[src/rtl/pwm_multichannel.sv]
// Multichannel PWM generator. Channels share one period counter that runs in
// edge- or center-aligned mode. Shadow settings are copied to the active set only at a cycle boundary.
module pwm_multichannel #(
  parameter int CHANNELS = 16,
  parameter int CNT_W    = 8,
  parameter int PRESC_W  = 8
) (
  input  logic                      clk,
  input  logic                      rst,
  input  logic [CHANNELS-1:0]       en_out,
  input  logic [CHANNELS-1:0]       en_pwm,
  input  logic [CHANNELS-1:0]       invert,
  input  logic [CHANNELS*CNT_W-1:0] duty_in,
  input  logic [CNT_W-1:0]          period_in,
  input  logic [PRESC_W-1:0]        prescale_in,
  input  logic                      center_in,
  input  logic                      update_req,
  output logic [CHANNELS-1:0]       out,
  output logic                      period_done,
  output logic                      update_pending
);

  logic [PRESC_W-1:0]  presc_q, presc_d;
  logic [CNT_W-1:0]    cnt_q, cnt_d;
  logic                dir_down_q, dir_down_d;
  logic                pend_q, pend_d;
  logic [CNT_W-1:0]    period_act_q;
  logic [PRESC_W-1:0]  presc_act_q;
  logic                center_act_q;
  logic [CHANNELS-1:0] out_q, out_d;
  logic                done_q;
  logic                tick;
  logic                boundary;
  logic                load;

  assign tick = (presc_q == presc_act_q);

  always_comb begin
    presc_d    = tick ? '0 : presc_q + PRESC_W'(1);
    cnt_d      = cnt_q;
    dir_down_d = dir_down_q;
    boundary   = 1'b0;
    if (tick) begin
      if (period_act_q == '0) begin
        cnt_d    = '0;
        boundary = 1'b1;
      end else if (!center_act_q) begin
        if (cnt_q == period_act_q) begin
          cnt_d    = '0;
          boundary = 1'b1;
        end else begin
          cnt_d = cnt_q + CNT_W'(1);
        end
      end else if (!dir_down_q) begin
        // Top endpoint is visited once: turn around and step down on the same tick.
        if (cnt_q == period_act_q) begin
          cnt_d      = cnt_q - CNT_W'(1);
          dir_down_d = 1'b1;
        end else begin
          cnt_d = cnt_q + CNT_W'(1);
        end
      end else begin
        if (cnt_q == '0) begin
          cnt_d      = CNT_W'(1);
          dir_down_d = 1'b0;
          boundary   = 1'b1;
        end else begin
          cnt_d = cnt_q - CNT_W'(1);
        end
      end
    end
    load = boundary & (pend_q | update_req);
    if (load) begin
      presc_d    = '0;
      cnt_d      = '0;
      dir_down_d = 1'b0;
    end
    pend_d = load ? 1'b0 : (pend_q | update_req);
  end

  always_ff @(posedge clk) begin
    if (rst) begin
      presc_q      <= '0;
      cnt_q        <= '0;
      dir_down_q   <= 1'b0;
      pend_q       <= 1'b0;
      period_act_q <= '1;
      presc_act_q  <= '0;
      center_act_q <= 1'b0;
      out_q        <= '0;
      done_q       <= 1'b0;
    end else begin
      presc_q    <= presc_d;
      cnt_q      <= cnt_d;
      dir_down_q <= dir_down_d;
      pend_q     <= pend_d;
      out_q      <= out_d;
      done_q     <= boundary;
      if (load) begin
        period_act_q <= period_in;
        presc_act_q  <= prescale_in;
        center_act_q <= center_in;
      end
    end
  end

  // Per-channel active duty and output shaping; enables bypass the shadow path.
  for (genvar gi = 0; gi < CHANNELS; gi++) begin : ch_g
    logic [CNT_W-1:0] duty_q;
    logic             raw;

    always_ff @(posedge clk) begin
      if (rst) begin
        duty_q <= '0;
      end else if (load) begin
        duty_q <= duty_in[gi*CNT_W +: CNT_W];
      end
    end

    assign raw       = (cnt_q < duty_q);
    assign out_d[gi] = en_out[gi] & (en_pwm[gi] ? (raw ^ invert[gi]) : 1'b1);
  end

  assign out            = out_q;
  assign period_done    = done_q;
  assign update_pending = pend_q;

endmodule

[config.mk]
export PLATFORM = sky130hd
export DESIGN_NAME = pwm_multichannel
export DESIGN_NICKNAME = d
export VERILOG_FILES = /design/src/rtl/pwm_multichannel.sv
export SDC_FILE = /design/constraint.sdc
export NUM_CORES = 1
export LEC_CHECK = 0
export BUFFER_PORTS_ARGS = -buffer_cell sky130_fd_sc_hd__buf_4
export CORE_UTILIZATION = 35
export DETAILED_ROUTE_END_ITERATION = 7
export GPL_TIMING_DRIVEN = 0
export PLACE_DENSITY = 0.6
export SYNTH_ARGS = -nofsm -noshare
export SYNTH_HDL_FRONTEND = slang
export SYNTH_SLANG_ARGS = --single-unit
[constraint.sdc]
create_clock -name clk -period 2.9 [get_ports clk]
set_input_delay 0.58 -clock clk [delete_from_list [all_inputs] [get_ports clk]]
set_output_delay 0.58 -clock clk [all_outputs]
set_load 0.1 [all_outputs]
Word-level counts from Yosys, hierarchy flattened
Index checks and enable logic that the tools add are counted.
W data, S select, Z words.
{"block": "op_classes", "n_addsub": 3, "mul": 0, "n_div": 0, "n_lt_le_gt_ge": 16, "eq_ne": 2, "shift": 0, "n_mux": 30, "bitwise_logic": 35, "n_reduce_logical": 5}
{"operator": "$lt A8 B8 Y1", "count": 16}
{"operator": "$mux W8", "count": 6}
{"operator": "$mux W1", "count": 24}
{"operator": "$and A1 B1 Y1", "count": 17}
{"operator": "$add A8 B1 Y8 const B", "count": 2}
{"operator": "$eq A8 B8 Y1", "count": 2}
{"operator": "$logic_not A8 Y1", "count": 2}
{"operator": "$xor A1 B1 Y1", "count": 16}
{"operator": "$sub A8 B1 Y8 const B", "count": 1}
{"operator": "$reduce_and A3 Y1", "count": 1}
{"operator": "$reduce_or A3 Y1", "count": 1}
{"operator": "$reduce_or A2 Y1", "count": 1}
{"operator": "$not A1 Y1", "count": 1}
{"operator": "$or A1 B1 Y1", "count": 1}
{"block": "word_totals", "regBits": 180, "latchBits": 0, "ram_bits": 0, "rom_bits": 0, "inputBits": 196, "output_inout_bits": 18, "elab_cells": 116, "memories": 0}

Logic depth before layout (Yosys ltp)
Gate-level depths: netlist (run 1).
{"block": "logic_depth", "word_depth": 8, "depth_mapped": 12, "ltp_nobuf": 8}

Least setup slack after synthesis (run 1)
OpenSTA, ideal clock, no wires.
{"block": "synth_path", "path_type": "register to register", "from": "register cnt_q[1]", "to": "register ch_g[4].duty_q[0]", "setup_time_ns": 0.128, "arrival_ns": 2.265, "required_ns": 2.772, "setup_slack_ns": 0.508, "stages_incl_launch_ff": 12, "n_path_buf": 3, "synth_period_minus_slack_ns": 2.392, "path_cell_list": "dfxtp_1 inv_1 ha_1 nor4bb_1 nand3_2 o31ai_4 o211a_4 buf_6 buf_12 buf_12 mux2i_1 nor2_1"}
{"block": "synth_via", "elab_chain_cells": 7, "word_cells_on_any_way": 9, "classes_between": "eq/ne: 1; mux: 6; bitwise: 1; reduce/logical: 1"}
{"item": "start, declared", "line_no": "24", "source": "logic [CNT_W-1:0] cnt_q, cnt_d;"}
{"item": "start signal, assigned", "line_no": "94", "source": "cnt_q <= cnt_d;"}
{"item": "$logic_not A8 Y1", "line_no": "63", "source": "if (cnt_q == '0) begin"}
{"item": "$mux W1", "line_no": "63"}
{"item": "$mux W1", "line_no": "54", "source": "end else if (!dir_down_q) begin"}
{"item": "$mux W1 *", "line_no": "47", "source": "end else if (!center_act_q) begin"}
{"item": "$mux W1 *", "line_no": "44", "source": "if (period_act_q == '0) begin"}
{"item": "$mux W1 *", "line_no": "43", "source": "if (tick) begin"}
{"item": "$and A1 B1 Y1 *", "line_no": "72", "source": "load = boundary & (pend_q | update_req);"}
{"item": "end signal, assigned", "line_no": "116", "source": "duty_q <= duty_in[gi*CNT_W +: CNT_W];"}
{"item": "end, declared", "line_no": "109", "source": "logic [CNT_W-1:0] duty_q;"}
Mark *: on every way between the ends. The rest lies on a longest branch, timed or not.
A chain may end at the register's enable or synchronous reset.

Worst setup path in the final report (run 1)
{"block": "layout_path", "from": "register cnt_q[0]", "to": "register dir_down_q"}
{"block": "layout_via", "elab_chain_cells": 8, "word_cells_on_any_way": 12, "classes_between": "eq/ne: 1; mux: 8; bitwise: 1; reduce/logical: 2"}
{"item": "$logic_not A8 Y1", "line_no": "63"}
{"item": "$mux W1", "line_no": "63"}
{"item": "$mux W1", "line_no": "54"}
{"item": "$mux W1", "line_no": "47"}
{"item": "$mux W1", "line_no": "44"}
{"item": "$mux W1", "line_no": "43"}
{"item": "$and A1 B1 Y1", "line_no": "72"}
{"item": "$reduce_or A2 Y1 (no line)"}
{"item": "end signal, assigned", "line_no": "95", "source": "dir_down_q <= dir_down_d;"}
{"item": "end, declared", "line_no": "25", "source": "logic dir_down_q, dir_down_d;"}
Several ways; a longest one is shown, not always the timed one.

==> results_dict.tcl, run 1 <==
set metrics [dict create \
    worst_hold_path_type "primary input to flip-flop" \
    fp.coreArea_sq_um 28800 \
    max_slew.worst_pin.slew_ns 0.834 \
    hold_slack_ns 0.346 \
    predominant_post_synthesis_flop_cell "dfxtp_1" \
    post_synth_most_frequent_cells "dfxtp_1, nor2_1, inv_1" \
    ant_nets 0 \
    floorplan.rows 62 \
    drt_pass1_iterations 4 \
    internal_power_mw 4.01 \
    crit_required_ns 3.27 \
    crit_path_max_fanout 10 \
    die_width_microns 173 \
    setup_tns_ns 0 \
    power.static_leakage_nw 5.15 \
    cells_after_dpl 1733 \
    route.detailed.vias_per_inst 4.73 \
    detailed_place.area_sq_um 12400 \
    combinational_group_share_of_total_power 0.125 \
    layout_min_cycle_time_ns 2.72 \
    antenna_violations_before_repair 0 \
    track_usage 0.186 \
    critical_path_type "flip-flop to flip-flop" \
    clock_tree_from_tritoncts "done" \
    fmax_mhz 367 \
    post_cts_resize_count 9 \
    power_switching_share 0.270 \
    crit_chain "clkbuf_4, inv_1, ha_1, nor4bb_2, nand3_2, o31ai_4, o211a_4, buf_6, buf_12, nor2_2, o221a_2" \
    ctsLongestPathBuffers 2 \
    postSynth.asyncResetShare 0 \
    die_height_microns 173 \
    maxCapViolations 0 \
    insertion_delay_ns 0.43 \
    timing.critical_path.to_type "flip-flop" \
    post_layout_nets 1680 \
    largest_net_degree_at_the_start_of_global_routing 23 \
    timing.final.max_slew_violations 0 \
    finalCritPeriodShare 0.939 \
    fp.dieArea_sq_um 30100 \
    gp_congestion 0.831 \
    synth_top_area_share 0.350 \
    postLayoutCoreUtil 0.450 \
    grt_first_pass_wirelength_microns 43700 \
    synth_most_common_cell "dfxtp_1" \
    crit_path_start_kind "flip-flop" \
    postCtsHoldBufs 0 \
    final_critical_path_setup_slack_ns 0.176 \
    synth.yosys.seq_area_share 0.350 \
    number_of_enable_flip_flop_cells_after_synthesis 0 \
    clkPwrFrac 0.415 \
    final_hold_viol_count 0 \
    fin_total_pwr_mw 5.49 \
    yosys_warnings 0 \
    synth_top_cell_by_area "dfxtp_1" \
    ctsRootBufferMaster "clkbuf_16" \
    finish.cell_count_without_fillers 1764 \
    syn2layout_area_growth_pct 26.0 \
    postCtsSetupBuffers 0 \
    path_clk_slew_ns 0.07 \
    p_switching_mw 1.48 \
    floorplan.io_pins 214 \
    detailed_place_hpwl_microns 19500 \
    number_of_buffers_created_by_cts 17 \
    detailedRoute.firstIterationViolations 306 \
    gate_count_of_the_mapped_netlist 1136 \
    routed_wire_length_per_instance_microns 15.5 \
    initial_core_utilization 0.358 \
    vias 8345 \
    synth_area_sq_um 10300 \
    drt_total_wl_microns 27400 \
    critPathSlowestCell "dfxtp_1" \
    postSynthRegisterBits 180 \
    ctsHtreeMaxLevel 4 \
    synth.lib_cells_used.distinct 53 \
    post-route-cell-area_sq_um 13000 \
    clock_sink_count 180 \
    syn_avg_cell_area_sq_um 9.06 \
    rsz0062_at_grt "false" \
    postSynthNetCount 1448 \
    vdd.ir_drop.worst_mv 0.354 \
    port_buffers 213 \
    run_status "complete, no violations" \
    power_per_cell_area_nw_per_um2 424 \
    layout-drive-gt1-share 0.204 \
    max-slew-margin-rel 0.444 \
    diodes 0 \
    detailedPlace.worstSlack_ns -0.536 \
    grt_overflow_total 0 \
    grt_pass1_vias 8179 \
    worst_clock_skew_ns 0.0187 \
    worstPathArrival_ns 3.10 \
    drc_violations_left 0 \
    seqPwrFrac 0.460 \
    cp_slowest_stage_delay_ns 0.52 \
    nFillCells 2890 \
    final_setup_violation_count 0 \
    yosys-top-cells-area "dfxtp_1, ha_1, mux2i_1" \
]
==> worst paths after layout <==
check / start / to / slack [ns] / cells after the start
setup / recovery: cnt_q[0] / dir_down_q / 0.18 / 11
hold / removal: period_in[6] / period_act_q[6] / 0.35 / 2
setup reg to reg: cnt_q[0] / dir_down_q / 0.18 / 11
hold reg to reg: ch_g[2].duty_q[2] / ch_g[2].duty_q[2] / 0.49 / 2
==> cell usage in the layout (no fill, tap or decap), types with 5 or more instances in the layout <==
cell       netlist  layout
dfxtp_1        180     173
o211ai_1        17      17
nand4b_1        13      13
nand2_1         28      28
inv_1          152     152
clkbuf_1        23      23
a21oi_1         48      48
mux2i_1        137     137
nand3b_1        40      40
ha_1           116     116
nor3b_1         16      16
nor2_1         157     157
nor3_1          10      10
clkbuf_16        0      17
buf_6           13      13
dfxtp_4          0       5
nand3_1         16      16
xor2_1          14      14
a21o_1          16      16
nand2b_1        17      17
o21ai_0         19      19
nor2b_1         11      11
a211oi_1        20      20
buf_4            2     215
a211o_1         12      12
xnor2_1         14      14
==> sequential cells by signal (all words and copies together), names as in the netlist <==
signal / cells
center_act_q: 1
presc_act_q: 8
out: 16
cnt_q: 8
presc_q: 8
period_done: 1
ch_g.duty_q: 128
period_act_q: 8
update_pending: 1
dir_down_q: 1
==> layer usage <==
layer,share of wire,GRT usage
met4,0.012,0.0487
met2,0.47,0.308
met3,0.041,0.0309
met5,0,0
met1,0.48,0.249
==> power by group through the flow <==
stage          registers [mW]  logic, mW  clock network (mW)
6_report                 2.53      0.686                2.28
5_1_grt                  2.53      0.746                2.46
4_1_cts                  2.53      0.691                2.35
3_5_place_dp             2.59      0.689                   0
3_3_place_gp             2.59      0.681                   0
2_1_floorplan            2.69      0.242                   0
==> cells by family after synthesis <==
| family | Yosys count | synth area share |
|---|---|---|
| AO/OA/AOI/OAI | 152 | 0.0999 |
| XOR/XNOR | 28 | 0.0238 |
| adder cells (fa/ha/maj) | 116 | 0.141 |
| buffers and inverters | 196 | 0.0883 |
| flip-flops | 180 | 0.350 |
| multiplexers | 137 | 0.133 |
| AND/OR/NAND/NOR | 327 | 0.164 |
==> worst max-delay path: cells and delay by family, from the launching register on <==
family | cells | cell delay [ns]
AO/OA/AOI/OAI | 3 | 0.61
adder cells (fa/ha/maj) | 1 | 0.20
buffers and inverters | 4 | 0.70
flip-flops | 1 | 0.52
AND/OR/NAND/NOR | 3 | 0.63
==> final cells by class <==
cell class / count / area [sq um] / share of cell area
multi-input combinational: 760 / 5790 / 0.446
sequential: 180 / 3620 / 0.280
timing repair buffer: 213 / 1600 / 0.123
inverter: 152 / 571 / 0.0440
tap: 384 / 480 / 0.0371
clock buffer: 21 / 470 / 0.0363
buffer: 44 / 342 / 0.0263
clock inverter: 10 / 90.1 / 0.00695
(Power assumes the default switching activity.)
==> run 2: changes to the inputs <==
- CORE_MARGIN: not set -> 2
- REMOVE_ABC_BUFFERS: not set -> 1
- SLEW_MARGIN: not set -> 0
==> run 2 against run 1 <==
Net effect: wire length fell by 3.0%; design area fell by 0.85%; non-clock buffer count fell by 34; hold slack got worse by 0.0026 ns; critical endpoint unchanged.
==> results_dict.tcl, run 2 (same netlist as run 1, synthesis figures left out) <==
set metrics [dict create \
    run_status "complete, no violations" \
    drt_pass1_iterations 4 \
    ctsRootBufferMaster "clkbuf_16" \
    track_usage 0.171 \
    detailed_place_hpwl_microns 17000 \
    seqPwrFrac 0.453 \
    ctsLongestPathBuffers 2 \
    timing.final.max_slew_violations 0 \
    port_buffers 213 \
    insertion_delay_ns 0.44 \
    setup_tns_ns 0 \
    final_hold_viol_count 0 \
    layout.cells.most_common_list "buf_4, dfxtp_1, nor2_1, inv_1, mux2i_1" \
    post_layout_nets 1647 \
    timing.critical_path.to_type "flip-flop" \
    die_width_microns 175 \
    clock_sink_count 180 \
    clkPwrFrac 0.425 \
    ctsHtreeMaxLevel 4 \
    power_switching_share 0.262 \
    power_per_cell_area_nw_per_um2 433 \
    floorplan.rows 62 \
    power.static_leakage_nw 5.09 \
    critical_path_type "flip-flop to flip-flop" \
    ant_nets 0 \
    die_height_microns 175 \
    postCtsHoldBufs 0 \
    clock_tree_from_tritoncts "done" \
    antenna_violations_before_repair 0 \
    worstPathArrival_ns 3.17 \
    grt_first_pass_wirelength_microns 41300 \
    diodes 0 \
    fp.dieArea_sq_um 30800 \
    final_critical_path_setup_slack_ns 0.107 \
    initial_core_utilization 0.357 \
    routed_wire_length_per_instance_microns 15.4 \
    grt_overflow_total 0 \
    max-slew-margin-rel 0.572 \
    worst_clock_skew_ns 0.0130 \
    finalCritPeriodShare 0.963 \
    detailedRoute.firstIterationViolations 287 \
    largest_net_degree_at_the_start_of_global_routing 92 \
    max_slew.worst_pin.slew_ns 0.642 \
    largest_register_ff_count 128 \
    crit_path_start_kind "flip-flop" \
    floorplan.io_pins 214 \
    layout-drive-gt1-share 0.202 \
    combinational_group_share_of_total_power 0.122 \
    rsz0062_at_grt "false" \
    gp_congestion 0.794 \
    detailedPlace.worstSlack_ns -0.757 \
    vias 8249 \
    crit_required_ns 3.28 \
    fp.coreArea_sq_um 28900 \
    grt_pass1_vias 7869 \
    worst_hold_path_type "primary input to flip-flop" \
    number_of_buffers_created_by_cts 17 \
    syn2layout_area_growth_pct 24.9 \
    vdd.ir_drop.worst_mv 0.343 \
    final_setup_violation_count 0 \
    final_common_cell "buf_4" \
    drc_violations_left 0 \
    path_clk_slew_ns 0.07 \
    internal_power_mw 4.11 \
    p_switching_mw 1.46 \
    route.detailed.vias_per_inst 4.76 \
    layout_min_cycle_time_ns 2.79 \
    drt_total_wl_microns 26600 \
    crit_path_max_fanout 39 \
    fmax_mhz 358 \
    maxCapViolations 0 \
    largest-register "ch_g.duty_q" \
]
run 2: through the flow:
step / hold slack [ns] / instance area [sq um] / power, mW / instances / util
floorplan: 0.458 / 9950 / 2.90 / 1092 / -
global placement: 0.473 / 12000 / 3.24 / 1689 / 0.417
detailed placement: 0.480 / 12200 / 3.26 / 1693 / 0.421
CTS: 0.316 / 12800 / 5.66 / 1728 / 0.443
global route: 0.317 / 12900 / 5.82 / 1732 / 0.445
finish: 0.343 / 12900 / 5.57 / 1732 / 0.445
run 2: cell type report:
cell class	count	area (sq um)
inverters	152	571
multi-input cells	761	5800
repair buffers	223	1790
flip-flops and latches	180	3630
clock buffers	19	433
well taps	384	480
fillers	2887	16000
clock inverters	13	151
run 2: worst max-delay path, cell delays in order, from the launching register on:
cell and delay (ns):
dfxtp_4 0.57, inv_1 0.12, ha_1 0.22, nor4bb_2 0.18, nand3_2 0.14, o31ai_4 0.14, o211a_4 0.28, buf_16 0.19
buf_16 0.23, nor2_2 0.36, o221a_2 0.26
run 2: power by group through the flow:
stage / Clock [mW] / Sequential, mW / Combinational (mW)
after floorplan: 0 / 2.69 / 0.207
after global placement: 0 / 2.60 / 0.645
after detailed placement: 0 / 2.60 / 0.659
after CTS: 2.46 / 2.53 / 0.662
after global routing: 2.56 / 2.52 / 0.742
final: 2.37 / 2.52 / 0.681
run 2: routing by layer:
metal  share of wire  GRT usage
met1            0.45      0.213
met2            0.48      0.287
met3           0.057     0.0470
met4           0.014     0.0527
met5               0          0
run 2: final timing paths:
kind,start,endpoint,slack (ns),cells past startpoint
worst max-delay path,cnt_q[0],dir_down_q,0.11,10
worst min-delay path,period_in[0],period_act_q[0],0.34,2
worst max register to register,cnt_q[0],dir_down_q,0.11,10
worst min register to register,ch_g[14].duty_q[7],ch_g[14].duty_q[7],0.49,2
run 2: repair_timing:
action	in CTS	in global routing
resized for setup	9	1
gates cloned	1	0
endpoints found under the setup margin	153	88
setup buffers	2	4
==> run 3: changes to the inputs <==
- CORE_MARGIN: 2 -> 10
- CTS_BUF_LIST: not set -> sky130_fd_sc_hd__clkbuf_8
==> run 3 against run 2 <==
Net effect: clock skew rose by 0.0030 ns; largest cell class unchanged; clock power decreased by 19%; critical path type unchanged; fmax is 1.4% higher; largest power group unchanged; final cell count shrank 0.23%; sequential share of layout area is 0.43 points higher; sequential power barely moved; critical path depth shrank 2.
==> results_dict.tcl, run 3 (same netlist as run 1, synthesis figures left out) <==
set metrics [dict create \
    track_usage 0.152 \
    port_buffers 213 \
    gp_congestion 0.803 \
    ctsHtreeMaxLevel 4 \
    crit_path_max_fanout 48 \
    timing.critical_path.to_type "flip-flop" \
    max-slew-margin-rel 0.524 \
    number_of_buffers_created_by_cts 17 \
    ant_nets 0 \
    drt_pass1_iterations 4 \
    finish.cell_count_without_fillers 1728 \
    critical_path_type "flip-flop to flip-flop" \
    antenna_violations_before_repair 2 \
    insertion_delay_ns 0.48 \
    ctsLongestPathBuffers 2 \
    fmax_mhz 363 \
    initial_core_utilization 0.357 \
    ctsRootBufferMaster "clkbuf_8" \
    path_clk_slew_ns 0.11 \
    postLayoutCoreUtil 0.439 \
    power_per_cell_area_nw_per_um2 404 \
    worst_clock_skew_ns 0.0160 \
    worst_hold_path_type "primary input to flip-flop" \
    maxCapViolations 0 \
    timing.final.max_slew_violations 0 \
    clock_sink_count 180 \
    fin_total_pwr_mw 5.11 \
    grt_first_pass_wirelength_microns 43900 \
    drt_total_wl_microns 28000 \
    critical_path.top_delay_family "flip-flops" \
    final_setup_violation_count 0 \
    crit_path_start_kind "flip-flop" \
    fp.dieArea_sq_um 36700 \
    crit_chain "xnor2_1, nand4_2, o31ai_4, o211a_4, buf_16, buf_16, mux2i_1, nor2_1" \
    post_layout_nets 1642 \
    worstPathArrival_ns 3.10 \
    largest_net_degree_at_the_start_of_global_routing 87 \
    syn2layout_area_growth_pct 23.0 \
    vdd.ir_drop.worst_mv 0.350 \
    layout.cells.most_common_list "buf_4, dfxtp_1, nor2_1, inv_1, mux2i_1" \
    largest-register "ch_g.duty_q" \
    detailedRoute.firstIterationViolations 370 \
    cells_after_dpl 1693 \
    rsz0062_at_grt "true" \
    detailed_place_hpwl_microns 19300 \
    largest_register_ff_count 128 \
    die_width_microns 191 \
    drc_violations_left 0 \
    fp.coreArea_sq_um 28900 \
    power.static_leakage_nw 5.02 \
    grt_pass1_vias 8314 \
    clock_tree_from_tritoncts "done" \
    max_slew.worst_pin.slew_ns 0.714 \
    floorplan.io_pins 214 \
    final_hold_viol_count 0 \
    final_common_cell "buf_4" \
    routed_wire_length_per_instance_microns 16.2 \
    critPathMostFrequentCell "buf_16" \
    finalCritPeriodShare 0.949 \
    run_status "complete, no violations" \
    layout-drive-gt1-share 0.202 \
    die_height_microns 191 \
    critPathSlowestCell "dfxtp_4" \
    layout_min_cycle_time_ns 2.75 \
    grt_overflow_total 0 \
    worst-path-buf-inv 2 \
    floorplan.rows 62 \
    cp_slowest_stage_delay_ns 0.68 \
    route.detailed.vias_per_inst 4.78 \
    vias 8255 \
    post-route-cell-area_sq_um 12700 \
    crit_required_ns 3.25 \
    detailed_place.area_sq_um 12200 \
]
[run 3: cell count changes in the layout (fill, tap and decap cells not counted), sizes merged]
cell / before / now
buf: 223 / 218
bufinv: 2 / 3
inv: 155 / 157
diode: 0 / 1
clkinvlp: 3 / 0
[run 3: final timing paths]
kind	from	end	slack, ns	cells past startpoint
worst max-delay path	cnt_q[6]	ch_g[14].duty_q[1]	0.15	8
worst min register to register	ch_g[12].duty_q[5]	ch_g[12].duty_q[5]	0.50	2
worst max register to register	cnt_q[6]	ch_g[14].duty_q[1]	0.15	8
worst min-delay path	period_in[3]	period_act_q[3]	0.29	2
[run 3: per-layer routing]
metal	up-vias	GRT usage	routed length (microns)	part of all wire
li1	4258	-	-	-
met1	3799	0.185	13000	0.46
met2	173	0.250	12800	0.46
met3	21	0.0527	1890	0.068
met4	4	0.0400	299	0.011
met5	-	0	34	0.0012
[run 3: timing repair]
action                     4_1_cts  5_1_grt
gates resized for setup         10        4
setup endpoints to repair      154       92
setup buffers                    1        0
hold buffers                     0        0
gates cloned                     1        0
[run 3: where the power goes]
group | total (mW) | internal [mW] | switching (mW)
logic | 0.658 | 0.328 | 0.330
clock network | 1.93 | 0.915 | 1.01
registers | 2.53 | 2.49 | 0.0452
total | 5.12 | 3.73 | 1.39
[run 3: through the flow]
| stage | worst slack [ns] | hold slack [ns] | setup TNS [ns] |
|---|---|---|---|
| after global placement | -2.40 | 0.473 | -339.00 |
| after global routing | -0.0182 | 0.239 | -0.0534 |
| after floorplan | -0.740 | 0.458 | -104.87 |
| after detailed placement | -0.911 | 0.480 | -93.40 |
| final | 0.147 | 0.294 | 0 |
| after CTS | 0.0433 | 0.244 | 0 |
[run 3: layout make-up]
| class | count | area (sq um) |
|---|---|---|
| Inverter | 152 | 571 |
| Clock inverter | 13 | 170 |
| Timing Repair Buffer | 218 | 1720 |
| Multi-Input combinational cell | 761 | 5820 |
| Sequential cell | 180 | 3630 |
| Antenna cell | 1 | 2.50 |
| Clock buffer | 19 | 262 |
| Fill cell | 2917 | 16200 |
| Tap cell | 384 | 480 |
